<file path="src/rtl/mem_stage.sv">
// Memory stage: forwards pass-through ops to writeback and runs LOAD/STORE over a req/ack memory port.
// Optional feature: define MEM_TIMEOUT_EN to abort accesses that see no mem_ack within TIMEOUT cycles.
module mem_stage #(
    parameter int unsigned TIMEOUT = 15
) (
    input  logic        clk,
    input  logic        reset,
    input  logic        valid_in,
    input  logic [4:0]  control_in,
    input  logic [15:0] result_in,
    input  logic [15:0] store_data,
    input  logic [5:0]  dest_index_in,
    input  logic        write_enable_in,
    output logic        stall_out,
    output logic        mem_req,
    output logic        mem_we,
    output logic [15:0] mem_addr,
    output logic [15:0] mem_wdata,
    input  logic [15:0] mem_rdata,
    input  logic        mem_ack,
    output logic        wb_valid,
    output logic [4:0]  wb_control,
    output logic [5:0]  wb_dest_index,
    output logic [15:0] wb_data,
    output logic        wb_write_enable,
    output logic        mem_error
);

    localparam int unsigned CTRL_W = 5;
    localparam int unsigned DATA_W = 16;
    localparam int unsigned IDX_W  = 6;

    localparam logic [3:0] OP_NOP   = 4'b0000;
    localparam logic [3:0] OP_LOAD  = 4'b1100;
    localparam logic [3:0] OP_STORE = 4'b1110;

    typedef enum logic {
        IDLE,
        ACCESS
    } state_t;

    state_t              state_q, state_d;
    logic [CTRL_W-1:0]   lat_control_q, lat_control_d;
    logic [IDX_W-1:0]    lat_dest_q, lat_dest_d;

    logic                mem_req_d, mem_we_d;
    logic [DATA_W-1:0]   mem_addr_d, mem_wdata_d;
    logic                wb_valid_d, wb_write_enable_d, mem_error_d;
    logic [CTRL_W-1:0]   wb_control_d;
    logic [IDX_W-1:0]    wb_dest_index_d;
    logic [DATA_W-1:0]   wb_data_d;

    logic [3:0]          opcode;
    logic                is_mem_op;

`ifdef MEM_TIMEOUT_EN
    localparam int unsigned CNT_W = (TIMEOUT > 1) ? $clog2(TIMEOUT) : 1;
    logic [CNT_W-1:0]    cnt_q, cnt_d;
`else
    logic                unused_timeout;
    assign unused_timeout = ^TIMEOUT;
`endif

    assign opcode    = control_in[3:0];
    assign is_mem_op = (opcode == OP_LOAD) || (opcode == OP_STORE);
    assign stall_out = (state_q == ACCESS);

    // Next-state and next-output logic
    always_comb begin
        state_d           = state_q;
        lat_control_d     = lat_control_q;
        lat_dest_d        = lat_dest_q;
        mem_req_d         = mem_req;
        mem_we_d          = mem_we;
        mem_addr_d        = mem_addr;
        mem_wdata_d       = mem_wdata;
        wb_valid_d        = 1'b0;
        wb_write_enable_d = 1'b0;
        wb_control_d      = wb_control;
        wb_dest_index_d   = wb_dest_index;
        wb_data_d         = wb_data;
        mem_error_d       = 1'b0;
`ifdef MEM_TIMEOUT_EN
        cnt_d             = cnt_q;
`endif

        case (state_q)
            IDLE: begin
                if (valid_in) begin
                    if (is_mem_op) begin
                        lat_control_d = control_in;
                        lat_dest_d    = dest_index_in;
                        mem_req_d     = 1'b1;
                        mem_we_d      = (opcode == OP_STORE);
                        mem_addr_d    = result_in;
                        mem_wdata_d   = store_data;
                        state_d       = ACCESS;
`ifdef MEM_TIMEOUT_EN
                        cnt_d         = '0;
`endif
                    end else begin
                        wb_valid_d        = 1'b1;
                        wb_data_d         = result_in;
                        wb_write_enable_d = write_enable_in && (opcode != OP_NOP);
                        wb_control_d      = control_in;
                        wb_dest_index_d   = dest_index_in;
                    end
                end
            end
            ACCESS: begin
                if (mem_ack) begin
                    state_d           = IDLE;
                    mem_req_d         = 1'b0;
                    mem_we_d          = 1'b0;
                    wb_valid_d        = 1'b1;
                    wb_control_d      = lat_control_q;
                    wb_dest_index_d   = lat_dest_q;
                    if (lat_control_q[3:0] == OP_LOAD) begin
                        wb_data_d         = mem_rdata;
                        wb_write_enable_d = 1'b1;
                    end else begin
                        wb_data_d         = '0;
                        wb_write_enable_d = 1'b0;
                    end
`ifdef MEM_TIMEOUT_EN
                end else if (cnt_q == CNT_W'(TIMEOUT - 1)) begin
                    // Expired with no ack: abort and hand writeback an empty bundle
                    state_d         = IDLE;
                    mem_req_d       = 1'b0;
                    mem_we_d        = 1'b0;
                    mem_error_d     = 1'b1;
                    wb_valid_d      = 1'b1;
                    wb_data_d       = '0;
                    wb_control_d    = lat_control_q;
                    wb_dest_index_d = lat_dest_q;
                end else begin
                    cnt_d = cnt_q + CNT_W'(1);
`endif
                end
            end
            default: state_d = IDLE;
        endcase
    end

    // State and registered outputs
    always_ff @(posedge clk) begin
        if (reset) begin
            state_q         <= IDLE;
            lat_control_q   <= '0;
            lat_dest_q      <= '0;
            mem_req         <= 1'b0;
            mem_we          <= 1'b0;
            mem_addr        <= '0;
            mem_wdata       <= '0;
            wb_valid        <= 1'b0;
            wb_write_enable <= 1'b0;
            wb_control      <= '0;
            wb_dest_index   <= '0;
            wb_data         <= '0;
            mem_error       <= 1'b0;
`ifdef MEM_TIMEOUT_EN
            cnt_q           <= '0;
`endif
        end else begin
            state_q         <= state_d;
            lat_control_q   <= lat_control_d;
            lat_dest_q      <= lat_dest_d;
            mem_req         <= mem_req_d;
            mem_we          <= mem_we_d;
            mem_addr        <= mem_addr_d;
            mem_wdata       <= mem_wdata_d;
            wb_valid        <= wb_valid_d;
            wb_write_enable <= wb_write_enable_d;
            wb_control      <= wb_control_d;
            wb_dest_index   <= wb_dest_index_d;
            wb_data         <= wb_data_d;
            mem_error       <= mem_error_d;
`ifdef MEM_TIMEOUT_EN
            cnt_q           <= cnt_d;
`endif
        end
    end

endmodule

</file>
<file path="config.mk">
export PLATFORM = sky130hd
export DESIGN_NAME = mem_stage
export DESIGN_NICKNAME = d
export VERILOG_FILES = /design/src/rtl/mem_stage.sv
export SDC_FILE = /design/constraint.sdc
export NUM_CORES = 1
export LEC_CHECK = 0
export CAP_MARGIN = 20
export CORE_MARGIN = 1.5
export CORE_UTILIZATION = 25
export DETAILED_ROUTE_END_ITERATION = 7
export PLACE_DENSITY = 0.56
export SLEW_MARGIN = 10
export SYNTH_ARGS = -nofsm -noshare
export SYNTH_HDL_FRONTEND = slang
export SYNTH_SLANG_ARGS = --single-unit
</file>
<file path="constraint.sdc">
create_clock -name clk -period 2 [get_ports clk]
set_clock_uncertainty 0.05 [all_clocks]
set_input_delay 0.2 -clock clk [delete_from_list [all_inputs] [get_ports clk]]
set_output_delay 0.2 -clock clk [all_outputs]
set_load 0.02 [all_outputs]
</file>
==> results.ini, run 1 <==
[run_status]
status = finished, final reports clean

[global_routing]
grt_pass1_vias = 3228
grt_antenna_before_repair = 0
grt_first_pass_wirelength_microns = 17000
overflow = 0
grt_max_degree = 42
grt_usage = 0.153

[drt]
viasPerCell = 4.83
wirelength_microns = 10500
vias = 3171
drt_iter0_markers = 156
dr.pass1.iters = 6
drc_errors = 0
ant_nets = 0
wl_per_cell_microns = 16.0

[synthesis]
syn-instance-count = 364
yosysWarnings = 0
ys_seq_elements = 75
ys_seq_area_frac = 0.455
synth_top_area_frac = 0.455
avgSynthCellArea_sq_um = 9.07
syn-num-nets = 428
ys_top_cells_by_area = dfxtp_1 (45%), a221oi_2 (8.6%), a21oi_1 (7.0%)
netlist-cell-type-count = 32
yosysTopAreaCell = dfxtp_1
mappedNetlistArea_sq_um = 3300

[final_layout]
final_layout_size_suffix_gt1_frac = 0.118
n_fill_cell = 1280
postLayoutCellArea_sq_um = 5010
area_growth_pct = 51.7
antenna_cells = 0
nets = 544

[setup_path]
worst-path-max-fanout = 16
cp.required_ns = 1.75
critPathMaxStageDelay_ns = 0.69
crit_family = buffers and inverters
slowest_stage = clkdlybuf4s50_1
worstPathBufferInverterCount = 1
start_kind = flop
cp-end-kind = output pin
worstSetupPathType = flop to output pin
path_cells = clkdlybuf4s50_1
critPathArrivalTime_ns = 1.60

[timing]
drv_slew = 0
fmax_mhz = 541
setup_violations = 0
period_share = 0.925
layout_min_cycle_time_ns = 1.85
fin_tns_setup_ns = 0
final_hold_viol_count = 0
grt_setup_unrepaired = false

[floorplan]
dieHeight_microns = 118
fp.dieArea_sq_um = 13900
pin_count = 129
dieWidth_microns = 118
rows = 41
start_util = 0.259
coreArea_sq_um = 12800

[clocking]
cts_buffers = 9
cts_sinks = 75
cts_max_level = 3
postCtsSetupBuffers = 0
tritoncts = built
clkTransAtPathRegs_ns = 0.06
clock_latency_ns = 0.33
hold_buffers = 0
clockBufferDepth = 2
clock-root-buffer = clkbuf_16
cts_resized = 0

[placed_design]
place_area_sq_um = 4730
gp_congestion = 0.795
dp_hpwl_microns = 7410
io_buffers = 127

[pwr]
vdd_drop_max_v = 0.000473
p_leak_nw = 1.68
power.density_nw_per_um2 = 761

[hold_path]
worstHoldPathType = input port to flop

[job]
maxCapViolations = 0

## flip-flops by register name, indices dropped and copies added, names as in the netlist
name             cells
wb_valid             1
lat_control_q        5
mem_we               1
mem_wdata           16
wb_write_enable      1
wb_data             16
mem_addr            16
lat_dest_q           6
stall_out            1
wb_control           5
mem_req              1
wb_dest_index        6
## layout by cell type (no fill, tap or decap), types with 3 or more instances in the layout
cell type,synthesis,routed
buf_4,6,16
nor2b_1,18,17
o21ai_0,40,40
mux2i_1,10,10
dfxtp_1,75,74
a31oi_1,16,16
buf_12,0,3
nand3_1,40,40
nor2_1,30,30
nand2_1,4,4
a21oi_1,46,46
clkbuf_1,20,3
a221oi_1,8,8
a221oi_2,19,19
clkbuf_16,0,9
clkdlybuf4s50_1,0,126
## Yosys cell counts
cell type	n
nand2b_1	2
o21ai_0	40
and2_1	1
a221oi_2	19
nand4_1	1
o21a_1	1
a21oi_1	46
inv_1	1
a31oi_1	16
a221oi_1	8
buf_4	6
and4bb_1	1
or2b_4	1
buf_8	1
buf_1	1
buf_6	6
conb_1	1
o41ai_1	1
or4_1	2
and3b_1	1
o21ai_4	1
buf_2	7
mux2i_1	10
nor2b_1	18
nand2_1	4
nand2_2	1
nor3b_1	1
clkbuf_1	20
dfxtp_1	75
nand3_1	40
nand3b_1	1
nor2_1	30
## layout make-up
type	count	area, sq um	share of cell area
Inverter	1	3.75	0.000749
Clock buffer	12	236	0.0472
Tap cell	172	215	0.0430
Clock inverter	3	40.0	0.00799
Sequential cell	75	1500	0.300
Timing Repair Buffer	146	1450	0.289
Multi-Input combinational cell	247	1570	0.312
## final timing paths
check	startpoint	end	slack [ns]	cells after the start
worst max register to register	stall_out	wb_data[7]	0.38	4
worst min register to register	mem_req	mem_req	0.42	2
worst max-delay path	stall_out	stall_out	0.15	1
worst min-delay path	reset	lat_control_q[3]	0.23	2
## power breakdown
| group | switching [mW] | total, mW | internal [mW] |
|---|---|---|---|
| sequential | 0.0396 | 1.60 | 1.56 |
| combinational | 0.333 | 0.665 | 0.331 |
| clock | 0.588 | 1.54 | 0.956 |
## kinds of logic after synthesis
kind of cell,Yosys count,synth area share
buf+inv,42,0.0742
mux,10,0.0303
other cells,1,0.00114
flops,75,0.455
simple gates,104,0.162
compound gates,132,0.278
## metal layers
metal  share of wire  track usage  up-vias  routed length (microns)
li1                -            -     1561                        -
met1            0.44        0.182     1488                     4650
met2            0.46        0.254      107                     4860
met3           0.078       0.0601       15                      820
met4           0.016       0.0465        0                      168
met5               0            0        -                        0
## through the flow
stage	setup slack (ns)	hold slack [ns]	instances	power, mW	util
finish	0.150	0.231	656	3.81	0.392
global route	0.0826	0.231	656	3.99	0.392
CTS	0.119	0.230	656	3.87	0.392
detailed placement	0.196	0.408	641	2.31	0.371
global placement	0.203	0.397	641	2.30	0.371
floorplan	0.591	0.298	364	1.97	-
(Power assumes the default switching activity.)
==> run 2, diff against run 1 <==
--- a/config.mk
+++ b/config.mk
@@ -9,6 +9,7 @@
 export CORE_MARGIN = 1.5
 export CORE_UTILIZATION = 25
 export DETAILED_ROUTE_END_ITERATION = 7
+export MAX_ROUTING_LAYER = met4
 export PLACE_DENSITY = 0.56
 export SLEW_MARGIN = 10
 export SYNTH_ARGS = -nofsm -noshare
==> constraint.sdc (replaced) <==
create_clock -name clk -period 1.8 [get_ports clk]
set_clock_uncertainty 0.05 [all_clocks]
set_input_delay 0.18 -clock clk [delete_from_list [all_inputs] [get_ports clk]]
set_output_delay 0.18 -clock clk [all_outputs]
set_load 0.02 [all_outputs]
==> run 2 against run 1 <==
  * Register-to-register slack is essentially flat
  * Sequential power increased by 11%
  * Die area is the same
  * Critical path depth did not move
  * Clock-buffer cell count shrank 1
  * Power rose by 18%
  * Critical endpoint unchanged
==> results.ini, run 2 (synthesis results as in run 1) <==
[setup_path]
worstPathBufferInverterCount = 1
crit_family = buffers and inverters
setup.worst_path.start = stall_out
reg2reg_slack_ns = 0.39
start_kind = flop
critPathCapture = stall_out
r2r_start = stall_out
critPathMaxStageDelay_ns = 0.64
critPathArrivalTime_ns = 1.43
path_cells = clkdlybuf4s50_1
worst-path-max-fanout = 14
worstSetupPathType = flop to output pin
cp-end-kind = output pin
cp.required_ns = 1.57
reg2reg_to = mem_wdata[13]
path_depth = 1
slowest_stage = clkdlybuf4s50_1
reg2regPathDepth = 4

[timing]
final_hold_viol_count = 0
period_share = 0.924
layout_min_cycle_time_ns = 1.66
tightestPinTransition_ns = 0.558
setup_violations = 0
fmax_mhz = 601
relSlewSlack = 0.628
grt_setup_unrepaired = false
whs_ns = 0.117
drv_slew = 0
fin_tns_setup_ns = 0

[clocking]
cts_buffers = 9
hold_buffers = 0
tritoncts = built
clock_latency_ns = 0.33
cts_sinks = 75
postCtsSetupBuffers = 0
cts_max_level = 3
clock-root-buffer = clkbuf_16
clockBufferDepth = 2
clkTransAtPathRegs_ns = 0.06

[placed_design]
place_inst = 642
dp_hpwl_microns = 7410
io_buffers = 127
gp_congestion = 0.770

[floorplan]
pin_count = 129
rows = 41
fp.dieArea_sq_um = 13900
dieWidth_microns = 118
start_util = 0.259
dieHeight_microns = 118
coreArea_sq_um = 12800

[pwr]
clockPowerShare = 0.438
switching_share = 0.245
seqPwrFrac = 0.397
p_leak_nw = 1.71
power.density_nw_per_um2 = 886
vdd_drop_max_v = 0.000421
combPwrFrac = 0.165
internal_power_mw = 3.38
power_switching_mw = 1.10

[final_layout]
layout_commonest_cell = clkdlybuf4s50_1
area_growth_pct = 53.1
antenna_cells = 0
reg_top3 = mem_addr (16), mem_wdata (16), wb_data (16)
finalNonFillerCells = 658
postLayoutCoreUtil = 0.396
final_layout_size_suffix_gt1_frac = 0.128
nets = 545
n_fill_cell = 1262
mostFrequentLayoutCells = clkdlybuf4s50_1 (126), dfxtp_1 (74), a21oi_1 (46), nand3_1 (40), o21ai_0 (40)

[global_routing]
grt_max_degree = 42
grt_first_pass_wirelength_microns = 17300
grt_usage = 0.160
grt_antenna_before_repair = 0
grt_pass1_vias = 3351
overflow = 0

[drt]
drt_iter0_markers = 194
wirelength_microns = 10700
dr.pass1.iters = 4
drc_errors = 0
vias = 3272
ant_nets = 0
wl_per_cell_microns = 16.3
viasPerCell = 4.97

[hold_path]
worstHoldPathType = input port to flop

[job]
maxCapViolations = 0

[run_status]
status = finished, final reports clean

## run 2: worst min-delay path by stage
stage / from / to / slack (ns) / cells past startpoint
2_1_floorplan: control_in[1] / lat_control_q[1] / 0.28 / 2
3_3_place_gp: mem_req / mem_req / 0.40 / 2
3_5_place_dp: mem_req / mem_req / 0.40 / 2
4_1_cts: reset / stall_out / 0.11 / 2
5_1_grt: reset / lat_control_q[3] / 0.13 / 2
6_report: reset / stall_out / 0.12 / 2
## run 2: final cells by class
class	count	area [sq um]	share of cell area
clock buffers	11	253	0.0500
clock inverters	5	75.1	0.0148
inverters	1	3.75	0.000742
multi-input cells	247	1570	0.309
flip-flops and latches	75	1510	0.298
well taps	172	215	0.0425
repair buffers	147	1440	0.285
## run 2: timing repair
item                                    in CTS  in global routing
hold endpoints to repair                     0                  0
endpoints found under the setup margin       1                  0
gates resized for setup                      1                  0
## run 2: layer usage
metal / up-vias / share of wire / track usage
li1: 1570 / - / -
met1: 1555 / 0.45 / 0.192
met2: 125 / 0.45 / 0.253
met3: 22 / 0.070 / 0.0499
met4: 0 / 0.026 / 0.0579
met5: - / 0 / -
## run 2: metrics by stage
step	worst slack [ns]	area, sq um	total power, mW
after global routing	0.0863	5060	4.68
after CTS	0.106	5060	4.55
after floorplan	0.391	3300	2.18
after detailed placement	0.0813	4730	2.56
final	0.136	5060	4.48
after global placement	0.131	4730	2.55
## run 2: power by group through the flow
stage | registers (mW) | logic, mW | clock network, mW
after detailed placement | 1.82 | 0.743 | 0
final | 1.78 | 0.741 | 1.96
after global placement | 1.82 | 0.735 | 0
after floorplan | 1.89 | 0.289 | 0
after global routing | 1.79 | 0.798 | 2.10
after CTS | 1.78 | 0.746 | 2.02
